## config.mk

```make
export PLATFORM = sky130hd
export DESIGN_NAME = gray_conv_arbiter
export DESIGN_NICKNAME = d
export VERILOG_FILES = /design/src/rtl/gray_arb_pkg.sv /design/src/rtl/gray_conv_arbiter_b2g_core.sv /design/src/rtl/gray_conv_arbiter.sv
export SDC_FILE = /design/constraint.sdc
export NUM_CORES = 1
export LEC_CHECK = 0
export ABC_AREA = 1
export CORE_ASPECT_RATIO = 0.9
export CORE_MARGIN = 3
export CORE_UTILIZATION = 50
export CTS_CLUSTER_DIAMETER = 100
export DETAILED_ROUTE_END_ITERATION = 6
export MAX_ROUTING_LAYER = met4
export PLACE_DENSITY_LB_ADDON = 0.15
export SYNTH_ARGS = -nofsm -noshare
export SYNTH_HDL_FRONTEND = slang
export SYNTH_SLANG_ARGS = --single-unit
```

## constraint.sdc

```tcl
create_clock -name clk -period 2.6 [get_ports clk]
set_clock_uncertainty 0.05 [all_clocks]
set_input_delay 0.52 -clock clk [delete_from_list [all_inputs] [get_ports clk]]
set_output_delay 0.52 -clock clk [all_outputs]
set_load 0.01 [all_outputs]
```

## src/rtl/gray_arb_pkg.sv

```systemverilog
// Shared definitions for the Gray-conversion arbiter: FSM state encoding
// and default geometry.
// Optional feature macro used by this slice: GRAY_DECODE_EN.
package gray_arb_pkg;

    typedef enum logic [1:0] {
        IDLE = 2'd0,
        CONV = 2'd1,
        RESP = 2'd2
    } arb_state_t;

    localparam int DEF_WIDTH = 5;
    localparam int DEF_N_REQ = 4;

endpackage

```

## src/rtl/gray_conv_arbiter_b2g_core.sv

```systemverilog
// b2g_core: purely combinational binary/Gray converter for the shared
// conversion datapath.
// With GRAY_DECODE_EN defined, a dir input selects decode (1) or encode (0);
// otherwise the core only encodes.
module b2g_core
    import gray_arb_pkg::*;
#(
    parameter int WIDTH = DEF_WIDTH
) (
    input  logic [WIDTH-1:0] operand,
`ifdef GRAY_DECODE_EN
    input  logic             dir,
`endif
    output logic [WIDTH-1:0] result
);

    function automatic logic [WIDTH-1:0] gray_encode(input logic [WIDTH-1:0] b);
        return b ^ (b >> 1);
    endfunction

`ifdef GRAY_DECODE_EN
    // Bit i of the binary value is the XOR of all Gray bits at or above i,
    // which is the XOR of every right-shifted copy of the Gray word.
    function automatic logic [WIDTH-1:0] gray_decode(input logic [WIDTH-1:0] g);
        logic [WIDTH-1:0] b;
        b = g;
        for (int unsigned k = 1; k < WIDTH; k++) begin
            b = b ^ (g >> k);
        end
        return b;
    endfunction
`endif

    // Select the conversion direction for the latched operand
    always_comb begin
`ifdef GRAY_DECODE_EN
        result = dir ? gray_decode(operand) : gray_encode(operand);
`else
        result = gray_encode(operand);
`endif
    end

endmodule

```

## src/rtl/gray_conv_arbiter.sv

```systemverilog
// gray_conv_arbiter: round-robin arbiter sharing one registered Gray
// conversion datapath among N_REQ requesters, with a valid/ready response
// channel that returns the result and the requester ID.
// Optional feature macro: GRAY_DECODE_EN (adds req_dir, enables decode).
module gray_conv_arbiter
    import gray_arb_pkg::*;
#(
    parameter int N_REQ = DEF_N_REQ,
    parameter int WIDTH = DEF_WIDTH,
    parameter int ID_W  = $clog2(N_REQ)
) (
    input  logic                   clk,
    input  logic                   rst,
    input  logic [N_REQ-1:0]       req_valid,
    input  logic [N_REQ*WIDTH-1:0] req_data,
    output logic [N_REQ-1:0]       req_ready,
    output logic                   rsp_valid,
    input  logic                   rsp_ready,
    output logic [WIDTH-1:0]       rsp_data,
    output logic [ID_W-1:0]        rsp_id,
    output logic                   busy
`ifdef GRAY_DECODE_EN
    ,
    input  logic [N_REQ-1:0]       req_dir
`endif
);

    if (N_REQ < 2 || N_REQ > 8) begin : g_bad_n_req
        $error("gray_conv_arbiter: N_REQ must be in 2..8");
    end
    if (WIDTH < 2 || WIDTH > 16) begin : g_bad_width
        $error("gray_conv_arbiter: WIDTH must be in 2..16");
    end

    arb_state_t       state_q;
    arb_state_t       state_d;
    logic [ID_W-1:0]  ptr_q;
    logic [ID_W-1:0]  id_q;
    logic [WIDTH-1:0] op_q;
    logic [WIDTH-1:0] conv_result;

    logic [WIDTH-1:0] req_word [N_REQ];
    logic             grant_any;
    logic [ID_W-1:0]  grant_idx;
    logic [ID_W-1:0]  cand;
    logic             accept;
    logic             rsp_fire;

`ifdef GRAY_DECODE_EN
    logic             dir_q;
`endif

    // Split the flat request bus into one operand per requester
    always_comb begin
        for (int unsigned i = 0; i < N_REQ; i++) begin
            req_word[i] = req_data[i*WIDTH +: WIDTH];
        end
    end

    // Round-robin pick: first valid index searching upward from ptr, wrapping
    always_comb begin
        grant_any = 1'b0;
        grant_idx = '0;
        cand      = '0;
        for (int unsigned k = 0; k < N_REQ; k++) begin
            cand = ID_W'((32'(ptr_q) + k) % 32'(N_REQ));
            if (!grant_any && req_valid[cand]) begin
                grant_any = 1'b1;
                grant_idx = cand;
            end
        end
    end

    assign accept   = (state_q == IDLE) && grant_any;
    assign rsp_fire = (state_q == RESP) && rsp_ready;

    // State register
    always_ff @(posedge clk or posedge rst) begin
        if (rst) begin
            state_q <= IDLE;
        end else begin
            state_q <= state_d;
        end
    end

    // Next-state logic
    always_comb begin
        state_d = state_q;
        case (state_q)
            IDLE:    if (grant_any) state_d = CONV;
            CONV:    state_d = RESP;
            RESP:    if (rsp_ready) state_d = IDLE;
            default: state_d = IDLE;
        endcase
    end

    // FSM outputs: one-hot accept only while idle, busy while a transaction is in flight
    always_comb begin
        req_ready = '0;
        busy      = 1'b0;
        case (state_q)
            IDLE: begin
                if (grant_any) begin
                    req_ready[grant_idx] = 1'b1;
                end
            end
            CONV, RESP: busy = 1'b1;
            default: busy = 1'b0;
        endcase
    end

    // Shared conversion core between the operand latch and the response register
    b2g_core #(
        .WIDTH (WIDTH)
    ) u_b2g_core (
        .operand (op_q),
`ifdef GRAY_DECODE_EN
        .dir     (dir_q),
`endif
        .result  (conv_result)
    );

    // Operand/ID latch on accept; later req_valid changes cannot disturb it
    always_ff @(posedge clk or posedge rst) begin
        if (rst) begin
            op_q <= '0;
            id_q <= '0;
`ifdef GRAY_DECODE_EN
            dir_q <= 1'b0;
`endif
        end else if (accept) begin
            op_q <= req_word[grant_idx];
            id_q <= grant_idx;
`ifdef GRAY_DECODE_EN
            dir_q <= req_dir[grant_idx];
`endif
        end
    end

    // Registered response channel, held stable in RESP until the handshake
    always_ff @(posedge clk or posedge rst) begin
        if (rst) begin
            rsp_valid <= 1'b0;
            rsp_data  <= '0;
            rsp_id    <= '0;
        end else if (state_q == CONV) begin
            rsp_valid <= 1'b1;
            rsp_data  <= conv_result;
            rsp_id    <= id_q;
        end else if (rsp_fire) begin
            rsp_valid <= 1'b0;
        end
    end

    // Round-robin pointer moves past the served requester only on handshake
    always_ff @(posedge clk or posedge rst) begin
        if (rst) begin
            ptr_q <= '0;
        end else if (rsp_fire) begin
            ptr_q <= ID_W'((32'(id_q) + 32'd1) % 32'(N_REQ));
        end
    end

endmodule

```

==> results.md <==
Outcome:
- The run finished, with violations left.
- The checks that failed: setup timing.

Drt:
- The final routed wirelength across all metal layers is 4010 µm.
- After detailed routing, the number of vias per cell comes to around 5.4.
- Detailed routing inserted a total of around 1600 vias.
- The detailed-route DRC error count is 0.
- After detailed routing, the met3 layer carries about 230 µm of wire.
- In this run the remaining antenna-violating nets after routing total 0.
- Detailed routing placed a total of 2040 µm of wire on met2.
- The initial DRC count is between 90 and 100.
- The count of TritonRoute iterations in the first routing pass is 4.
- In this run the top signal layer used is met4.
- The wire length on met1 is 1620 µm.
- The average routed wire per standard cell is 13.7 µm.

Final layout:
- Relative to the synthesized area, the layout overhead comes to 56.4%.
- The number of filler cells placed in the layout is 147.
- Leaving out fill and tap cells, the most frequent cell in the layout is nand2_1.
- The area taken by flip-flops and latches is 478 µm².
- The post-route non-filler standard cell count is 293.
- For this run, the post-layout net count is 296.
- Summing all non-filler instances in the final layout gives an area of 2080 µm².
- The footprint of the multi-input gates is just under 900 µm².
- The number of antenna diodes in the final layout is 0.
- For this run, the share of the core covered by cells in the final layout is 83.4%.
- The layout cell share with drive strength beyond 1 is a little over a third.
- In the layout the commonest cells are 79 x nand2_1, 31 x clkdlybuf4s50_1, 27 x buf_4.

Critical path:
- In this run the critical register-to-register path is launched from ptr_q[0]$_DFFE_PP0P_.
- The worst flop-to-flop path endpoint is op_q[0]$_DFFE_PP0P_.
- The largest fanout of any net on the critical path is 8.
- The setup path with the least slack is of type reg -> out.
- The category of the worst setup path launch point is a register.
- The critical path required time is 2030 ps.
- The data arrival time at the worst-slack endpoint is roughly 2100 ps.
- The number of cells on the worst reg-to-reg path is 19.
- The kind of capture point of the worst setup path is a primary output.
- The worst register-to-register path has a setup slack of 0 ps.

Min path:
- The start point of the worst hold path is rsp_data[0]$_DFFE_PP0P_.
- The path with the worst hold slack has its endpoint at rsp_data[0]$_DFFE_PP0P_.
- The min-delay analysis places its worst path in the category reg -> reg.
- The worst hold path passes through 2 cells.

Clock tree:
- The clock latency on the worst-skew pair is 290 ps.
- The total clock buffers created by CTS is 3.
- The root buffer cell chosen for the clock tree is clkbuf_4.
- CTS built an H-tree with a depth of 1.
- The clock slew seen by the registers of the worst setup and hold paths is around 110 ps.
- In this run the deepest clock path goes through 2 buffers.
- The tree built by TritonCTS fans out to 19 sinks.
- The number of hold buffers added after CTS was 0.
- The clock tree from TritonCTS is built.

Place:
- The routability congestion estimate from global placement is 0.923.
- After legalization and detailed placement, the total HPWL measured 2550 µm.
- The worst-case setup slack after placement is -527 ps.
- Once placement finished, the instance area stood at 1800 µm².
- The port buffer count is 39.
- The number of placed cells counting well taps is 271.

Synth:
- The number of nets in the synthesized netlist is 228.
- The synthesized netlist devotes between 40 and 50% of its cell area to simple gates.
- After synthesis, flip-flops and latches occupy 35.8% of the total area.
- The number of synthesized register bits is 19.
- The yosys synthesis warning count is 0.
- Summing the areas of all compound-gate instances in the mapped netlist gives 5.37% of the synthesized area.
- The mean instance size in the synthesized netlist is around 6.7 µm².
- The synthesized netlist contains 20 unique library cells.
- The synthesized-area fraction occupied by xor and xnor cells is 3.30%.
- The cell area after technology mapping is between 1000 and 1500 µm².
- By area, the combinational part of the netlist is dominated by simple AND/OR/NAND/NOR gates.
- The adder-cell area share of the yosys netlist is 2.83%.
- After synthesis, the share of cell area in mux cells is 0%.
- The cell count after synthesis is 198.

Timing:
- The ratio of final minimum period to clock period is 101%.
- The final number of max-transition violations is 0.
- The hold violation total from the final report is 0.
- The post-route minimum period is 2640 ps.
- Setup repair after global routing could not meet its margin everywhere.
- The tightest hold path in the finished design has a slack of 443 ps.
- Headroom to the max-slew limit came out at a little over half.
- The slew at the pin with the worst max-slew slack is 712 ps.
- The number of endpoints failing setup at the final stage is 3.
- The maximum clock frequency is 379 MHz.
- After layout, the worst setup slack is -37.0 ps.
- The setup TNS after final layout is -42.9 ps.

Power and ir drop:
- The leakage power of the design is 1.07 nW.
- The total power after layout is just over 3 mW.
- The cell area power density is 1500 nW/µm².
- IR analysis of the VDD net gives a maximum drop of 0.935 mV.

GRT:
- Summed over all layers, the global routing overflow is 0.
- The largest net degree at the start of global routing is 20.
- The global-route usage over all layers is roughly a quarter.
- The first global-routing pass estimated 5930 µm of wire.
- The number of global-route vias before repair is 1422.
- The initial antenna violation count came to 0.

Floorplan:
- The number of top-level design ports is 40.
- Row generation in the floorplan step produced 17 rows.
- The die area is 3310 µm².
- In this run the standard cell core region covers 2490 µm².
- The initial cell density of the core is between 50% and 60%.
- Measured along the x axis, the die boundary spans 60.3 µm.
- The height of the die is 54.9 µm.

Run:
- The number of max-cap violations is 0.
power breakdown:
group	leakage, nW	switching, mW	total [mW]	internal (mW)
clock	0.0150	0.0886	0.148	0.0597
combinational	0.819	1.31	2.40	1.09
sequential	0.234	0.124	0.561	0.437
total	1.07	1.52	3.11	1.59
cells in the mapped netlist, drive strengths merged:
cell      n  area (µm²)
nand2   108         433
dfrtp    19         475
inv      17        63.8
nand3    16        95.1
o21ai    12        60.1
nor2      6        37.5
buf       5        43.8
xnor2     5        43.8
ha        3        37.5
nor3      3        15.0
a21oi     1        5.00
clkbuf    1        3.75
nand3b    1        7.51
o22ai     1        6.26
what timing repair did:
| action | 4_1_cts | 5_1_grt |
|---|---|---|
| setup endpoints to repair | 4 | 9 |
| gates resized for setup | 41 | 27 |
| buffers inserted | 8 | 10 |
| pin swaps | 11 | 23 |
worst max-delay path by stage:
stage                                    start      endpoint  slack, ps
after global placement            req_valid[3]  req_ready[0]       -470
after detailed placement          req_valid[3]  req_ready[0]       -530
after CTS                 ptr_q[0]$_DFFE_PP0P_  req_ready[1]         40
after global routing      ptr_q[0]$_DFFE_PP0P_  req_ready[2]       -140
after floorplan                   req_valid[3]  req_ready[0]        430
final                     ptr_q[0]$_DFFE_PP0P_  req_ready[1]        -40
layer usage:
metal	track usage (%)	vias to the layer above
met2	42.4	72
li1	-	753
met3	4.72	16
met4	9.96	0
met5	-	-
met1	28.4	750
cells by family (layout without fill, tap and decap cells):
logic type,Yosys count,count (layout)
xor+xnor,5,5
compound gates,14,14
fa+ha+maj,3,3
flops,19,19
buf+inv,23,90
simple gates,134,134
registers in the layout (all words and copies together), names as in the netlist:
| signal | count |
|---|---|
| rsp_valid | 1 |
| id_q | 2 |
| rsp_data | 5 |
| op_q | 5 |
| rsp_id | 2 |
| ptr_q | 2 |
| state_q | 2 |
worst max-delay path: stages, from the launching register on:
cell	delay, ps
dfrtp_2	500
inv_4	130
nand2_1	120
nand3_2	120
nand2_4	80
nor2_4	150
nand3b_1	160
nand2_2	180
inv_2	80
nand2_4	80
nor2_2	40
buf_2	130
cell type report:
| cell class | count | share of cell area [%] |
|---|---|---|
| timing repair buffer | 69 | 29.0 |
| multi-input combinational | 156 | 41.7 |
| tap | 28 | 1.69 |
| sequential | 19 | 23.0 |
| inverter | 17 | 3.32 |
| clock buffer | 4 | 1.27 |
No activity file was read; power rests on OpenSTA's default activity.
